**config.mk**
```make
export PLATFORM = sky130hd
export DESIGN_NAME = interval_timer_ctrl
export DESIGN_NICKNAME = d
export VERILOG_FILES = /design/src/rtl/interval_timer_ctrl.sv
export SDC_FILE = /design/constraint.sdc
export NUM_CORES = 1
export LEC_CHECK = 0
export ABC_AREA = 1
export CAP_MARGIN = 10
export CORE_AREA = 2 2 51 53
export CTS_BUF_LIST = sky130_fd_sc_hd__clkbuf_4 sky130_fd_sc_hd__clkbuf_8
export DETAILED_ROUTE_END_ITERATION = 6
export DIE_AREA = 0 0 53 55
export GPL_TIMING_DRIVEN = 0
export PLACE_DENSITY = 0.81
export RECOVER_POWER = 25
export SETUP_SLACK_MARGIN = 0.5
export SYNTH_ARGS = -nofsm -noshare
export SYNTH_HDL_FRONTEND = slang
export SYNTH_SLANG_ARGS = --single-unit
```
**constraint.sdc**
```tcl
create_clock -name clk -period 1.9 [get_ports clk]
set_input_delay 0.38 -clock clk [delete_from_list [all_inputs] [get_ports clk]]
set_output_delay 0.38 -clock clk [all_outputs]
set_load 0.02 [all_outputs]
```
**src/rtl/interval_timer_ctrl.sv**
```systemverilog
// Interval timer controller: sequences a down-counting timer through a
// prescaler, detects terminal count, and supports one-shot or auto-reload
// operation with start/stop/hold control, a terminal-count pulse and a
// sticky interrupt with acknowledge.
//
// Control inputs are plain levels sampled on every rising edge; there is no
// valid/ready handshake. start is acted on only in IDLE or DONE, stop only
// in a non-IDLE state, and stop always wins over start in the same cycle.
module interval_timer_ctrl #(
    parameter int WIDTH = 4,
    parameter int PS_W  = 4
) (
    input  logic             clk,
    input  logic             rst,
    input  logic             start,
    input  logic             stop,
    input  logic             hold,
    input  logic             auto_reload,
    input  logic [WIDTH-1:0] load_val,
    input  logic [PS_W-1:0]  prescale,
    input  logic             irq_ack,
    output logic [WIDTH-1:0] count,
    output logic             busy,
    output logic             done,
    output logic             tc,
    output logic             irq,
    output logic [1:0]       state_dbg
);

    localparam logic [1:0] ST_IDLE = 2'd0;
    localparam logic [1:0] ST_RUN  = 2'd1;
    localparam logic [1:0] ST_HOLD = 2'd2;
    localparam logic [1:0] ST_DONE = 2'd3;

    logic [1:0]       state;
    logic [PS_W-1:0]  ps_cnt;
    logic [WIDTH-1:0] reload_shadow;
    logic [PS_W-1:0]  ps_shadow;
    logic             mode_shadow;

    logic start_ok;
    logic tick;
    logic terminal;

    // Decode accepted start, prescaler tick and terminal-count events.
    always_comb begin
        start_ok = ((state == ST_IDLE) || (state == ST_DONE)) && start && !stop;
        tick     = (state == ST_RUN) && !stop && !hold && (ps_cnt == ps_shadow);
        terminal = tick && (count == '0);
    end

    // Main state, counter, prescaler and shadow register update.
    always_ff @(posedge clk) begin
        if (rst) begin
            state         <= ST_IDLE;
            count         <= '0;
            ps_cnt        <= '0;
            reload_shadow <= '0;
            ps_shadow     <= '0;
            mode_shadow   <= 1'b0;
        end else begin
            case (state)
                ST_IDLE, ST_DONE: begin
                    if (stop && (state == ST_DONE)) begin
                        state  <= ST_IDLE;
                        count  <= '0;
                        ps_cnt <= '0;
                    end else if (start_ok) begin
                        count         <= load_val;
                        reload_shadow <= load_val;
                        ps_shadow     <= prescale;
                        mode_shadow   <= auto_reload;
                        ps_cnt        <= '0;
                        state         <= ST_RUN;
                    end
                end
                ST_RUN: begin
                    if (stop) begin
                        state  <= ST_IDLE;
                        count  <= '0;
                        ps_cnt <= '0;
                    end else if (hold) begin
                        state <= ST_HOLD;
                    end else if (ps_cnt != ps_shadow) begin
                        ps_cnt <= ps_cnt + 1'b1;
                    end else begin
                        ps_cnt <= '0;
                        if (count != '0) begin
                            count <= count - 1'b1;
                        end else if (mode_shadow) begin
                            count <= reload_shadow;
                        end else begin
                            state <= ST_DONE;
                        end
                    end
                end
                ST_HOLD: begin
                    if (stop) begin
                        state  <= ST_IDLE;
                        count  <= '0;
                        ps_cnt <= '0;
                    end else if (!hold) begin
                        state <= ST_RUN;
                    end
                end
                default: state <= ST_IDLE;
            endcase
        end
    end

    // Registered terminal-count pulse and sticky interrupt (set beats ack).
    always_ff @(posedge clk) begin
        if (rst) begin
            tc  <= 1'b0;
            irq <= 1'b0;
        end else begin
            tc <= terminal;
            if (terminal) begin
                irq <= 1'b1;
            end else if (irq_ack) begin
                irq <= 1'b0;
            end
        end
    end

    // Status outputs decoded from the registered state.
    always_comb begin
        busy      = (state == ST_RUN) || (state == ST_HOLD);
        done      = (state == ST_DONE);
        state_dbg = state;
    end

endmodule

```
==> flow_summary_export.csv, run 1 <==
group,metric,value,unit
logic_synthesis,syn_area,1180,um2
power,ir_drop,784,uV
grt,antenna_found_initial,0,
placed_design,dp.cells,235,
route,drtPass1Iterations,5,
power,p_int,1.23,mW
power,p_total,2.25,mW
power,leakagePower,0.797,nW
die,num_rows,18,
grt,grt_use_total,0.236,
finish,area_growth,48.7,%
worst_setup_path,required,2140,ps
placed_design,place_congestion,0.791,
clocking,clk_path_buf_depth,2,
worst_setup_path,crit_type,"reg -> reg",
placed_design,portBuffers,24,
finish,fin_nets,249,
worst_setup_path,slowest_stage,"dfxtp_4",
power,clockPowerShare,0.108,
route,drc,0,
clocking,cts_sinks,21,
grt,grt_pass1_wl,4.95,mm
finish,final_layout_size_suffix_gt1_frac,0.273,
power,p_sw,1.02,mW
route,ant_nets,0,
power,combPwrFrac,0.619,
logic_synthesis,synth_cell_type_count,23,
die,num_io_pins,25,
finish,ff_latch_area,429,um2
finish,multiInputGateArea,758,um2
power,seq_power_share,0.273,
finish,n_antenna_cell,0,
worst_setup_path,critical_path.endpoint_type,"flop",
die,die_h,55,um
die,start_util,0.498,
worst_setup_path,cp-start-kind,"flop",
clocking,cts_tree,"done",
power,p_sw_frac,0.453,
worst_setup_path,reg2reg_from,"state_dbg[0]",
grt,grt_overflow,0,
timing,fmax,612,MHz
clocking,clk_pin_slew,120,ps
logic_synthesis,yosysSeqAreaShare,0.357,
route,drt_iter0_drc,34,
clocking,htreeDepth,1,
flow_run,drv_cap,0,
die,die_w,53,um
finish,fill_cells,173,
clocking,cts_buffers,3,
logic_synthesis,syn_avg_cell_area,6.50,um2
timing,period_share,0.860,
route,vias_per_cell,5.19,
die,coreArea,2360,um2
timing,max_slew_margin,0.807,
worst_setup_path,crit_arrival,1880,ps
finish,layout.cells.non_filler,257,
hold_path,min_from,"reload_shadow[0]",
hold_path,min_path_type,"reg -> reg",
grt,grt_pass1_vias,1224,
finish,final_area,1750,um2
route,drt_wl_total,3.40,mm
worst_setup_path,crit_fanout,5,
timing,hold_viol,0,
timing,rsz0062_at_grt,"true",
logic_synthesis,netlist_instances,181,
grt,grt_max_degree,12,
placed_design,dpl_cell_area,1490,um2
worst_setup_path,ff2ff_setup_slack,270,ps
clocking,clock_latency,310,ps
run_status,status,"finished clean",
timing,setup_tns,0,ps
worst_setup_path,worstSetupStartpoint,"state_dbg[0]",
logic_synthesis,syn-num-nets,202,
worst_setup_path,cpPeakStageDelay,390,ps
timing,worst_pin_slew,289,ps
die,design.die.area,2920,um2
worst_setup_path,cp_cell_sequence,"inv_4 -> ha_4 -> buf_4 -> nand2_2 -> nor2_4 -> nor2_2 -> a31oi_1 -> nand2_1 -> a21oi_2",
logic_synthesis,synth_seq_cells,21,
route,drt-wirelength-per-cell,13.2,um
timing,slew_violations,0,
power,power_density,1280,nW/um2
timing,fin_skew,5.22,ps
route,num_vias,1333,
timing,fin_crit,1630,ps
placed_design,dp_hpwl,2.17,mm
finish,final_util,0.740,
clocking,cts_root_buf,"clkbuf_4",
logic_synthesis,yosys_warnings,0,
timing,setup_viol,0,
[power groups by stage]
| stage | combinational (mW) | sequential [mW] | clock [mW] |
|---|---|---|---|
| finish | 1.39 | 0.614 | 0.242 |
| global route | 1.53 | 0.623 | 0.255 |
| CTS | 1.26 | 0.607 | 0.239 |
| detailed placement | 1.04 | 0.622 | 0 |
| global placement | 1.01 | 0.615 | 0 |
| floorplan | 0.700 | 0.660 | 0 |
[metal layers]
metal / GRT usage / vias to the layer above / share of wire
met5: 0 / - / 0
met4: 0.0855 / 0 / 0.028
met3: 0.0323 / 13 / 0.040
met2: 0.485 / 41 / 0.54
met1: 0.240 / 619 / 0.39
li1: - / 660 / -
[final timing paths]
path | endpoint | cells past startpoint
max | state_dbg[0] | 9
min | reload_shadow[0] | 2
max reg2reg | state_dbg[0] | 9
min reg2reg | reload_shadow[0] | 2
[cell families after synthesis]
kind of cell	share of synthesized area
and+or+nand+nor	0.344
buffers and inverters	0.0903
AOI/OAI and AO/OA	0.122
DFF	0.357
adders and majority gates	0.0638
xor gates and xnor gates	0.0223
[sequential cells by signal, indices dropped and copies added, names as in the netlist]
signal,cells
state_dbg,2
reload_shadow,4
irq,1
mode_shadow,1
ps_cnt,4
tc,1
count,4
ps_shadow,4
[cell type report]
type / count / share of cell area
multi-input cells: 132 / 0.433
flip-flops and latches: 21 / 0.245
repair buffers: 42 / 0.214
inverters: 26 / 0.0572
well taps: 30 / 0.0214
clock buffers: 4 / 0.0172
plain buffers: 2 / 0.0114
[worst max-delay path, delay by kind of cell (launching register included)]
kind / cells / cell delay (ps)
flops: 1 / 390
fa+ha+maj: 1 / 290
buf+inv: 2 / 170
compound gates: 2 / 360
simple gates: 4 / 360
[synth_stat cells]
| library cell | number | area share |
|---|---|---|
| nand3_1 | 8 | 0.034 |
| a31oi_1 | 1 | 0.0053 |
| nand2_1 | 53 | 0.17 |
| xnor2_1 | 1 | 0.0074 |
| clkinv_1 | 1 | 0.0032 |
| xor2_1 | 2 | 0.015 |
| nor2_2 | 2 | 0.011 |
| nor2_1 | 25 | 0.080 |
| nor3_1 | 1 | 0.0042 |
| ha_1 | 6 | 0.064 |
| nand3_2 | 1 | 0.0085 |
| o21ai_0 | 13 | 0.055 |
| nor2_4 | 1 | 0.0096 |
| o211ai_1 | 3 | 0.019 |
| dfxtp_1 | 21 | 0.36 |
| inv_2 | 2 | 0.0064 |
| inv_1 | 23 | 0.073 |
| nand3b_1 | 2 | 0.013 |
| nand2_2 | 2 | 0.011 |
| clkbuf_1 | 1 | 0.0032 |
| buf_2 | 1 | 0.0042 |
| a21oi_1 | 10 | 0.043 |
| nand4_1 | 1 | 0.0053 |
[layout by cell type, fill, tap and decap left out, types with 2 or more instances in the layout]
cell type,n
inv_1,21
a21oi_1,8
clkdlybuf4s25_1,4
clkbuf_4,4
buf_6,5
clkdlybuf4s50_1,13
ha_1,2
o211ai_1,3
xor2_1,2
nor2_4,4
a21oi_2,2
o21ai_1,9
nand3_1,8
inv_2,3
dlygate4sd2_1,2
dfxtp_4,2
nor2_2,4
nor2_1,20
dfxtp_1,18
o21ai_2,2
nand2_1,44
buf_4,15
o21ai_0,2
nand3b_1,2
ha_4,2
nand2_2,10
ha_2,2
clkbuf_2,2
[metrics by stage]
| stage | hold slack (ps) | worst slack, ps |
|---|---|---|
| 6_report | 476 | 265 |
| 5_1_grt | 511 | 203 |
| 4_1_cts | 462 | 316 |
| 3_5_place_dp | 442 | -32.2 |
| 3_3_place_gp | 434 | 46.3 |
| 2_1_floorplan | 423 | 456 |
[what timing repair did]
item,4_1_cts,5_1_grt
setup endpoints to repair,25,29
setup buffers,15,3
pin swaps,13,14
hold endpoints to repair,0,0
hold buffers,0,0
resized for setup,51,26
(Power assumes the default switching activity.)
==> run 2, diff against run 1 <==
Settings changed: TNS_END_PERCENT set to 10.
==> run 2 against run 1 <==
Against the previous run:
- sequential share of layout area increased by 2.8 points
- via count shrank 9.2%
- total power fell by 15%
- final cell count decreased by 6.2%
- hold slack worse by 8.6 ps
- combinational power decreased by 22%
- clock power shrank 3%
- first-iteration DRC count decreased by 18%
- core utilization decreased by 8.7 points
==> flow_summary_export.csv, run 2 (synthesis results as in run 1) <==
group,metric,value,unit
worst_setup_path,cp-start-kind,"flop",
clocking,cts_buffers,3,
timing,fin_skew,21.8,ps
grt,grt_overflow,0,
worst_setup_path,critical_path.endpoint_type,"primary output",
worst_setup_path,reg2regPathDepth,8,
route,ant_nets,0,
grt,grt_max_degree,14,
hold_path,whs_endpoint,"reload_shadow[0]",
worst_setup_path,crit_arrival,1320,ps
worst_setup_path,reg2reg_from,"state_dbg[0]",
clocking,clk_path_buf_depth,2,
timing,slew_violations,0,
worst_setup_path,ff2ff_setup_slack,220,ps
route,drc,0,
grt,antenna_found_initial,0,
finish,area_growth,31.2,%
die,start_util,0.498,
worst_setup_path,crit_fanout,6,
die,coreArea,2360,um2
finish,multiInputGateArea,708,um2
die,design.die.area,2920,um2
run_status,status,"finished clean",
grt,grt_use_total,0.225,
finish,mostFrequentLayoutCells,"nand2_1, nor2_1, inv_1, dfxtp_1, clkdlybuf4s50_1",
timing,setup_ws,205,ps
finish,final_common_cell,"nand2_1",
route,drt_iter0_drc,28,
clocking,clk_pin_slew,140,ps
worst_setup_path,required,1520,ps
placed_design,dp.cells,235,
timing,fmax,590,MHz
route,drt_wl_total,2.89,mm
timing,worst_pin_slew,442,ps
route,drtPass1Iterations,4,
power,leakagePower,0.732,nW
finish,fill_cells,212,
power,ir_drop,631,uV
worst_setup_path,crit_type,"reg -> out",
die,num_rows,18,
power,p_total,1.92,mW
route,vias_per_cell,5.02,
finish,layout.cells.non_filler,241,
placed_design,place_congestion,0.796,
hold_path,holdPathStages,2,
placed_design,dp_hpwl,2.09,mm
hold_path,min_from,"reload_shadow[0]",
die,die_w,53,um
clocking,htreeDepth,1,
grt,grt_pass1_wl,4.76,mm
clocking,clock_latency,330,ps
clocking,cts_tree,"done",
finish,ff_latch_area,422,um2
die,die_h,55,um
timing,setup_viol,0,
placed_design,portBuffers,24,
finish,fin_nets,233,
placed_design,dp_slack,-0.649,ps
timing,fin_crit,1700,ps
timing,period_share,0.892,
route,num_vias,1210,
route,drt-wirelength-per-cell,12.0,um
timing,rsz0062_at_grt,"true",
finish,n_antenna_cell,0,
clocking,cts_sinks,21,
die,num_io_pins,25,
clocking,cts_root_buf,"clkbuf_4",
finish,final_layout_size_suffix_gt1_frac,0.114,
hold_path,min_path_type,"reg -> reg",
timing,max_slew_margin,0.705,
timing,hold_viol,0,
flow_run,drv_cap,0,
power,power_density,1240,nW/um2
worst_setup_path,reg2reg_to,"state_dbg[0]",
grt,grt_pass1_vias,1153,
finish,final_util,0.653,
run 2: cell count changes in the layout (fill, tap and decap cells not counted), moves of 3 or more:
cell / before / now
nor2_1: 20 / 23
buf_4: 15 / 0
nand2_2: 10 / 3
o21ai_1: 9 / 0
dlygate4sd2_1: 2 / 6
o21ai_0: 2 / 13
clkdlybuf4s25_1: 4 / 0
nand2_1: 44 / 51
buf_6: 5 / 2
run 2: worst max-delay path, stage by stage, from the launching register on:
cell and delay, ps:
dfxtp_1 420, inv_2 80, ha_4 310, inv_1 50
buf_2 150
run 2: worst max path at each step:
| stage | start | endpoint | slack (ps) | cells past startpoint |
|---|---|---|---|---|
| after global placement | stop | count[0] | 30 | 9 |
| after floorplan | state_dbg[0] | count[0] | 460 | 9 |
| final | state_dbg[0] | busy | 200 | 4 |
| after detailed placement | stop | count[3] | -0.6 | 9 |
| after CTS | irq | irq | 260 | 1 |
| after global routing | state_dbg[0] | state_dbg[0] | 70 | 8 |
run 2: timing repair:
item,in CTS,in global routing
endpoints found under the setup margin,24,28
hold buffers,0,0
pin swaps,1,0
buffers inserted,2,0
resized for setup,17,9
run 2: routing by layer:
metal	global-route usage	up-vias	share of wire
met4	0.120	0	0.021
met5	0	-	0
met1	0.253	542	0.41
met3	0.0242	5	0.034
li1	-	628	-
met2	0.419	35	0.53
run 2: layout make-up:
cell class              count  share of cell area
plain buffers               2             0.00486
clock buffers               3              0.0146
clock inverters             1             0.00405
inverters                  26              0.0632
multi-input cells         132               0.458
flip-flops and latches     21               0.273
well taps                  30              0.0243
repair buffers             26               0.158
run 2: through the flow:
stage	hold WS (ps)	TNS (ps)	area, um2
CTS	465	0	1520
global route	491	0	1550
detailed placement	447	-0.649	1490
floorplan	423	0	1210
finish	467	0	1550
global placement	435	0	1490
run 2: report_power, final:
part / internal, mW / switching, mW
Sequential: 0.533 / 0.0700
Combinational: 0.401 / 0.679
Clock: 0.0820 / 0.153
